**src/rtl/cpu_pkg.sv**
```systemverilog
// Shared CPU definitions: instruction field widths, opcodes, register specifiers
// and the execute-stage FSM states. Imported by the ROM/PC block and exec_control.
package cpu_pkg;
  localparam int OP_SIZE  = 4;
  localparam int ARG_SIZE = 3;
  localparam int ARG_NUM  = 2;
  localparam int DATA_W   = 8;
  localparam int PC_W     = 4;
  localparam int INSTR_W  = OP_SIZE + ARG_NUM * ARG_SIZE;

  localparam logic [OP_SIZE-1:0] OP_LOAD = 4'b0000;
  localparam logic [OP_SIZE-1:0] OP_MOVE = 4'b0001;
  localparam logic [OP_SIZE-1:0] OP_ADD  = 4'b0010;
  localparam logic [OP_SIZE-1:0] OP_XOR  = 4'b0011;
  localparam logic [OP_SIZE-1:0] OP_BR   = 4'b1000;
  localparam logic [OP_SIZE-1:0] OP_HALT = 4'b1111;

  localparam logic [ARG_SIZE-1:0] SPEC_NA = 3'd0;
  localparam logic [ARG_SIZE-1:0] SPEC_R1 = 3'd1;
  localparam logic [ARG_SIZE-1:0] SPEC_R2 = 3'd2;
  localparam logic [ARG_SIZE-1:0] SPEC_R3 = 3'd3;
  localparam logic [ARG_SIZE-1:0] SPEC_R4 = 3'd4;
  localparam logic [ARG_SIZE-1:0] SPEC_R5 = 3'd5;
  localparam logic [ARG_SIZE-1:0] SPEC_R6 = 3'd6;
  localparam logic [ARG_SIZE-1:0] SPEC_PC = 3'd7;

  typedef enum logic [1:0] {
    ST_EXEC      = 2'd0,
    ST_LOAD_WAIT = 2'd1,
    ST_HALT      = 2'd2
  } state_t;

  function automatic logic [INSTR_W-1:0] mk_instr(input logic [OP_SIZE-1:0] op,
                                                  input logic [ARG_SIZE-1:0] a1,
                                                  input logic [ARG_SIZE-1:0] a2);
    return {op, a1, a2};
  endfunction
endpackage

```
**src/rtl/exec_control_if.sv**
```systemverilog
// Execute-stage bus: ROM word in, LOAD data handshake, PC branch feedback,
// status flags and the register-file debug port.
interface exec_control_if;
  import cpu_pkg::*;

  logic [INSTR_W-1:0]  instruction;
  logic [DATA_W-1:0]   din;
  logic                din_valid;
  logic                din_ready;
  logic                branch;
  logic [PC_W-1:0]     branchaddress;
  logic                zero;
  logic                carry;
  logic                halted;
  logic                illegal;
  logic [ARG_SIZE-1:0] dbg_sel;
  logic [DATA_W-1:0]   dbg_data;

  modport master (
    output instruction, din, din_valid, dbg_sel,
    input  din_ready, branch, branchaddress, zero, carry, halted, illegal, dbg_data
  );

  modport slave (
    input  instruction, din, din_valid, dbg_sel,
    output din_ready, branch, branchaddress, zero, carry, halted, illegal, dbg_data
  );
endinterface

```
**src/rtl/regfile6.sv**
```systemverilog
// Six-entry register file, two read ports plus debug read, one write port.
// Specifier 0 reads zero, specifier 7 reads the PC mirror; writes to either are dropped.
module regfile6
  import cpu_pkg::*;
(
  input  logic                clk,
  input  logic                rst,
  input  logic [PC_W-1:0]     pc,
  input  logic [ARG_SIZE-1:0] ra1,
  input  logic [ARG_SIZE-1:0] ra2,
  input  logic [ARG_SIZE-1:0] dbg_sel,
  output logic [DATA_W-1:0]   rd1,
  output logic [DATA_W-1:0]   rd2,
  output logic [DATA_W-1:0]   dbg_data,
  input  logic                we,
  input  logic [ARG_SIZE-1:0] wa,
  input  logic [DATA_W-1:0]   wd
);
  logic [5:0][DATA_W-1:0] r;

  function automatic logic [DATA_W-1:0] rd_spec(input logic [ARG_SIZE-1:0] s,
                                                input logic [5:0][DATA_W-1:0] rf,
                                                input logic [PC_W-1:0] p);
    logic [DATA_W-1:0] v;
    v = '0;
    case (s)
      SPEC_NA: v = '0;
      SPEC_PC: v = {{(DATA_W-PC_W){1'b0}}, p};
      default: v = rf[s - 3'd1];
    endcase
    return v;
  endfunction

  assign rd1      = rd_spec(ra1, r, pc);
  assign rd2      = rd_spec(ra2, r, pc);
  assign dbg_data = rd_spec(dbg_sel, r, pc);

  always_ff @(posedge clk or posedge rst) begin
    if (rst)
      r <= '0;
    else if (we && wa != SPEC_NA && wa != SPEC_PC)
      r[wa - 3'd1] <= wd;
  end
endmodule

```
**src/rtl/exec_control.sv**
```systemverilog
// Decode/execute stage: runs one instruction per cycle against regfile6 and
// feeds branch/branchaddress to the PC; stalls are branch-to-self.
module exec_control
  import cpu_pkg::*;
(
  input  logic          clk,
  input  logic          rst,
  exec_control_if.slave bus
);
  logic [OP_SIZE-1:0]  op;
  logic [ARG_SIZE-1:0] a1, a2;
  assign op = bus.instruction[INSTR_W-1 -: OP_SIZE];
  assign a1 = bus.instruction[2*ARG_SIZE-1 -: ARG_SIZE];
  assign a2 = bus.instruction[ARG_SIZE-1:0];

  state_t          state_q, state_d;
  logic [PC_W-1:0] pc_q;
  logic            zero_q, carry_q, illegal_q;

  logic [DATA_W-1:0]   rd1, rd2, wd, result, xor_res;
  logic [DATA_W:0]     sum;
  logic [ARG_SIZE-1:0] wa, dst;
  logic                we, has_res, flag_we, zero_n, carry_n, set_illegal;
  logic                branch_c;
  logic [PC_W-1:0]     ba_c;

  regfile6 u_rf (
    .clk      (clk),
    .rst      (rst),
    .pc       (pc_q),
    .ra1      (a1),
    .ra2      (a2),
    .dbg_sel  (bus.dbg_sel),
    .rd1      (rd1),
    .rd2      (rd2),
    .dbg_data (bus.dbg_data),
    .we       (we),
    .wa       (wa),
    .wd       (wd)
  );

  assign sum     = {1'b0, rd1} + {1'b0, rd2};
  assign xor_res = rd1 ^ rd2;

  always_comb begin
    state_d     = state_q;
    has_res     = 1'b0;
    result      = '0;
    dst         = a1;
    flag_we     = 1'b0;
    zero_n      = zero_q;
    carry_n     = carry_q;
    set_illegal = 1'b0;
    branch_c    = 1'b0;
    ba_c        = '0;
    we          = 1'b0;
    wa          = a1;
    wd          = '0;
    case (state_q)
      ST_EXEC: begin
        case (op)
          OP_LOAD: begin
            if (bus.din_valid) begin
              has_res = 1'b1;
              result  = bus.din;
            end else begin
              state_d  = ST_LOAD_WAIT;
              branch_c = 1'b1;
              ba_c     = pc_q;
            end
          end
          OP_MOVE: begin
            has_res = 1'b1;
            dst     = a2;
            result  = rd1;
          end
          OP_ADD: begin
            has_res = 1'b1;
            result  = sum[DATA_W-1:0];
            flag_we = 1'b1;
            zero_n  = (sum[DATA_W-1:0] == '0);
            carry_n = sum[DATA_W];
          end
          OP_XOR: begin
            has_res = 1'b1;
            result  = xor_res;
            flag_we = 1'b1;
            zero_n  = (xor_res == '0);
            carry_n = 1'b0;
          end
          OP_BR: begin
            branch_c = 1'b1;
            ba_c     = bus.instruction[PC_W-1:0];
          end
          OP_HALT: begin
            // Park the PC on the HALT word itself
            state_d  = ST_HALT;
            branch_c = 1'b1;
            ba_c     = pc_q;
          end
          default: set_illegal = 1'b1;
        endcase
      end
      ST_LOAD_WAIT: begin
        if (bus.din_valid) begin
          has_res = 1'b1;
          result  = bus.din;
          state_d = ST_EXEC;
        end else begin
          branch_c = 1'b1;
          ba_c     = pc_q;
        end
      end
      ST_HALT: begin
        branch_c = 1'b1;
        ba_c     = pc_q;
      end
      default: state_d = ST_EXEC;
    endcase

    // Writing the PC specifier turns the result into a jump instead of a write
    if (has_res) begin
      if (dst == SPEC_PC) begin
        branch_c = 1'b1;
        ba_c     = result[PC_W-1:0];
      end else begin
        we = 1'b1;
        wa = dst;
        wd = result;
      end
    end
  end

  always_ff @(posedge clk or posedge rst) begin
    if (rst) begin
      state_q   <= ST_EXEC;
      pc_q      <= '0;
      zero_q    <= 1'b0;
      carry_q   <= 1'b0;
      illegal_q <= 1'b0;
    end else begin
      state_q <= state_d;
      pc_q    <= branch_c ? ba_c : pc_q + 1'b1;
      if (flag_we) begin
        zero_q  <= zero_n;
        carry_q <= carry_n;
      end
      if (set_illegal)
        illegal_q <= 1'b1;
    end
  end

  assign bus.branch        = branch_c & ~rst;
  assign bus.branchaddress = rst ? '0 : ba_c;
  assign bus.din_ready     = (op == OP_LOAD) && (state_q != ST_HALT);
  assign bus.zero          = zero_q;
  assign bus.carry         = carry_q;
  assign bus.halted        = (state_q == ST_HALT);
  assign bus.illegal       = illegal_q;
endmodule

```
**src/flat_wrapper.sv**
```systemverilog
// flat-port wrapper written by rule: the top's interface ports become plain ports
module exec_control_flat import cpu_pkg::*;
  (clk, rst, bus_instruction, bus_din, bus_din_valid, bus_dbg_sel, bus_din_ready, bus_branch, bus_branchaddress, bus_zero, bus_carry, bus_halted, bus_illegal, bus_dbg_data);
  exec_control_if bus_i ();
  input  logic clk;
  input  logic rst;
  input wire logic [$bits(bus_i.instruction)-1:0] bus_instruction;
  input wire logic [$bits(bus_i.din)-1:0] bus_din;
  input wire logic [$bits(bus_i.din_valid)-1:0] bus_din_valid;
  input wire logic [$bits(bus_i.dbg_sel)-1:0] bus_dbg_sel;
  output wire logic [$bits(bus_i.din_ready)-1:0] bus_din_ready;
  output wire logic [$bits(bus_i.branch)-1:0] bus_branch;
  output wire logic [$bits(bus_i.branchaddress)-1:0] bus_branchaddress;
  output wire logic [$bits(bus_i.zero)-1:0] bus_zero;
  output wire logic [$bits(bus_i.carry)-1:0] bus_carry;
  output wire logic [$bits(bus_i.halted)-1:0] bus_halted;
  output wire logic [$bits(bus_i.illegal)-1:0] bus_illegal;
  output wire logic [$bits(bus_i.dbg_data)-1:0] bus_dbg_data;
  assign bus_i.instruction = bus_instruction;
  assign bus_i.din = bus_din;
  assign bus_i.din_valid = bus_din_valid;
  assign bus_i.dbg_sel = bus_dbg_sel;
  assign bus_din_ready = bus_i.din_ready;
  assign bus_branch = bus_i.branch;
  assign bus_branchaddress = bus_i.branchaddress;
  assign bus_zero = bus_i.zero;
  assign bus_carry = bus_i.carry;
  assign bus_halted = bus_i.halted;
  assign bus_illegal = bus_i.illegal;
  assign bus_dbg_data = bus_i.dbg_data;
  exec_control u_core (.clk(clk), .rst(rst), .bus(bus_i));
endmodule
```
**config.mk**
```make
export PLATFORM = sky130hd
export DESIGN_NAME = exec_control_flat
export DESIGN_NICKNAME = d
export VERILOG_FILES = /design/src/rtl/cpu_pkg.sv /design/src/rtl/exec_control_if.sv /design/src/rtl/regfile6.sv /design/src/rtl/exec_control.sv /design/src/flat_wrapper.sv
export SDC_FILE = /design/constraint.sdc
export NUM_CORES = 1
export LEC_CHECK = 0
export BUFFER_PORTS_ARGS = -buffer_cell sky130_fd_sc_hd__buf_2
export CORE_AREA = 2 2 126 128
export DETAILED_ROUTE_END_ITERATION = 6
export DIE_AREA = 0 0 128 130
export PLACE_DENSITY = 0.53
export SETUP_SLACK_MARGIN = 0.3
export SLEW_MARGIN = 20
export SYNTH_ARGS = -nofsm -noshare
export SYNTH_HDL_FRONTEND = slang
export SYNTH_HIERARCHICAL = 1
export SYNTH_SLANG_ARGS = --single-unit
```
**constraint.sdc**
```tcl
create_clock -name clk -period 8.4 [get_ports clk]
set_input_delay 0.84 -clock clk [delete_from_list [all_inputs] [get_ports clk]]
set_output_delay 0.84 -clock clk [all_outputs]
set_load 0.05 [all_outputs]
```
==> out/results.ini <==
[drt]
ant_nets = 0
first_pass_iters = 5
wl_per_cell_um = 20.1
drt_wl_total_um = 14000
drt-vias-per-instance = 5.70
drc = 0
detail_route.iter0.violations = 240
vias = 3977

[worst_setup_path]
critPathTopFamily = compound AO/OA/AOI/OAI gates
worstSetupStartpointType = input port
worst-path-max-fanout = 22
worst_path_max_delay_cell = ha_1
cp.arrival_ns = 4.53
slowest_delay_ns = 0.54
crit_required_ns = 7.56
critPathKind = input port to output pin
worst-path-buf-inv = 3
path_cells = buf_2 -> inv_1 -> ha_1 -> nand3_1 -> o221ai_1 -> ha_1 -> a211oi_2 -> o41ai_1 -> a221oi_2 -> or2_0 -> a21oi_1 -> buf_2
endpoint_kind = output pin

[synth]
synth_top_area_share_pct = 28.9
synth_ff_type = dfrtp_1
syn_area_per_cell_um2 = 10.5
synth.most_common_cell = dfrtp_1
synth_edf_count = 0
syn_area_mm2 = 0.00493
yosys_register_bits = 57
synth_cell_types = 65
synth_fp_nets = 517
synth.largest_area_cell = dfrtp_1
syn_inst = 471
synth_commonest_cells = dfrtp_1, inv_1, mux2_2, mux2i_1, nand2_1
ys_async_sr_fraction_pct = 100
yosysSeqAreaShare_pct = 28.9
yosys_warnings = 6
synthTopCellsByArea = dfrtp_1, mux4_2, mux2_2

[sta]
hold_violations = 0
max_freq_mhz = 186
slew_headroom_pct = 31.4
tns_ns = 0
tightest_slew_ns = 1.02
slew_viol_final = 0
final.setup.worst_slack_ns = 3.03
whs_ns = 0.473
min_period_ns = 5.37
period_share_pct = 63.9
skew_ns = 0.00833
setup_viol_count_final = 0
grt_setup_unrepaired = no

[clocking]
cts_tree = done
hold_buffers = 0
clkTransAtPathRegs_ns = 0.05
clock_path_buffers = 2
htree_levels = 3
postCtsResizedCells = 0
clock-sinks = 57
cts_buffers = 9
root_buffer = clkbuf_16
clkLatencyLatePin_ns = 0.34
post-cts-setup-buffers = 0

[pwr]
p_leak_nw = 2.42
finalPower_w = 0.000856
peakVddDrop_uv = 80.3
p_per_area_mw_per_mm2 = 155

[grt]
grt_max_degree = 49
antenna_found_initial = 0
first_global_vias = 4083
overflow = 0
grt_first_pass_wirelength_um = 22700
track_usage_pct = 17.8

[job]
maxCapViolCount = 0

[die]
core_area_mm2 = 0.0154
die_w_um = 128
start_util_pct = 32.0
die_h_um = 130
placementRows = 46
io-pin-count = 42
die-area_mm2 = 0.0166

[placement]
io_buffer_count = 41
gp_congestion = 0.904
pre_cts_ws_ns = 3.10
dp_hpwl_um = 10800

[finish]
areaGrowthSynthToFinish_pct = 12.1
antenna_cells = 0
drive_gt1_share_pct = 29.4
final_nets = 547

[run_status]
status = finished clean

[min_path]
hp-class = register to register

[cell type report]
type / instances / area [um2]
Clock buffer: 14 / 264
Clock inverter: 2 / 12.5
Fill cell: 1531 / 9900
Inverter: 40 / 151
Multi-Input combinational cell: 350 / 3210
Sequential cell: 57 / 1430
Tap cell: 192 / 240
Timing Repair Buffer: 43 / 220
[stage by stage]
stage               cell area (um2)  utilization, %  instances
CTS                            5520            35.8        698
detailed placement             5250            34.0        682
global placement               5250            34.0        682
global route                   5520            35.8        698
floorplan                      4930               -        471
finish                         5520            35.8        698
[flip-flops by register name (all words and copies together) (netlist names)]
signal / count
u_core/u_rf/r: 48
u_core/pc_q: 4
u_core/state_q: 2
u_core/bus.carry: 1
u_core/bus.illegal: 1
u_core/bus.zero: 1
[metal layers]
metal	wire length (um)	track usage (%)	vias up
li1	-	-	1836
met1	6600	24.6	2015
met2	6580	28.7	114
met3	620	2.75	12
met4	215	6.21	0
met5	0	0	-
[cells in the final DEF (no fill, tap or decap), types with 3 or more instances in the layout]
master      n
a21o_1      6
mux2i_1    30
a211oi_1    5
a22oi_1     4
nand4_2     4
or2_2       3
a21oi_1    17
ha_1       21
mux4_2     24
and3_1      3
o221ai_1   12
nand2_1    28
inv_1      39
nor2b_1     8
xnor2_1     5
nor3_1      5
o22ai_1    14
nand3_1     9
buf_2      41
o21ai_0     9
nand2b_1    4
a31oi_1    10
clkbuf_16   9
clkbuf_1    3
or3_1       4
mux2_4     16
dfrtp_1    57
and2_1      5
xor2_1      3
mux2_2     36
nor2_1     24
[worst paths after layout]
path,from,to,slack (ns),cells past startpoint
min,u_core/bus.carry,u_core/bus.carry,0.47,2
max,bus_instruction[3],bus_branchaddress[3],3.03,12
max in group asynchronous,rst,u_core/u_rf/r[15],7.20,2
min reg2reg,u_core/bus.carry,u_core/bus.carry,0.47,2
max reg2reg,u_core/u_rf/r[0],u_core/u_rf/r[46],4.54,11
min in group asynchronous,rst,u_core/pc_q[0],0.53,2
[cells by family (layout without fill, tap and decap cells)]
| family | after synthesis | in the layout | synth area share (%) |
|---|---|---|---|
| AND/OR/NAND/NOR | 114 | 114 | 13.0 |
| multiplexers | 107 | 107 | 30.6 |
| AO/OA/AOI/OAI | 99 | 99 | 14.3 |
| buffers and inverters | 64 | 99 | 5.97 |
| flip-flops | 57 | 57 | 28.9 |
| adder cells (fa/ha/maj) | 22 | 22 | 5.74 |
| XOR/XNOR | 8 | 8 | 1.42 |
[power breakdown]
part	leakage (nW)	switching (W)	internal [W]
logic	1.50	0.000124	0.0000685
registers	0.779	0.0000321	0.000290
clock network	0.133	0.000127	0.000215
[tightest hold or removal path: cells and delay by family (launching register included)]
family / cells / cell delay (ns)
simple gates: 1 / 0.05
flops: 1 / 0.34
compound gates: 1 / 0.05
(Power assumes the default switching activity.)
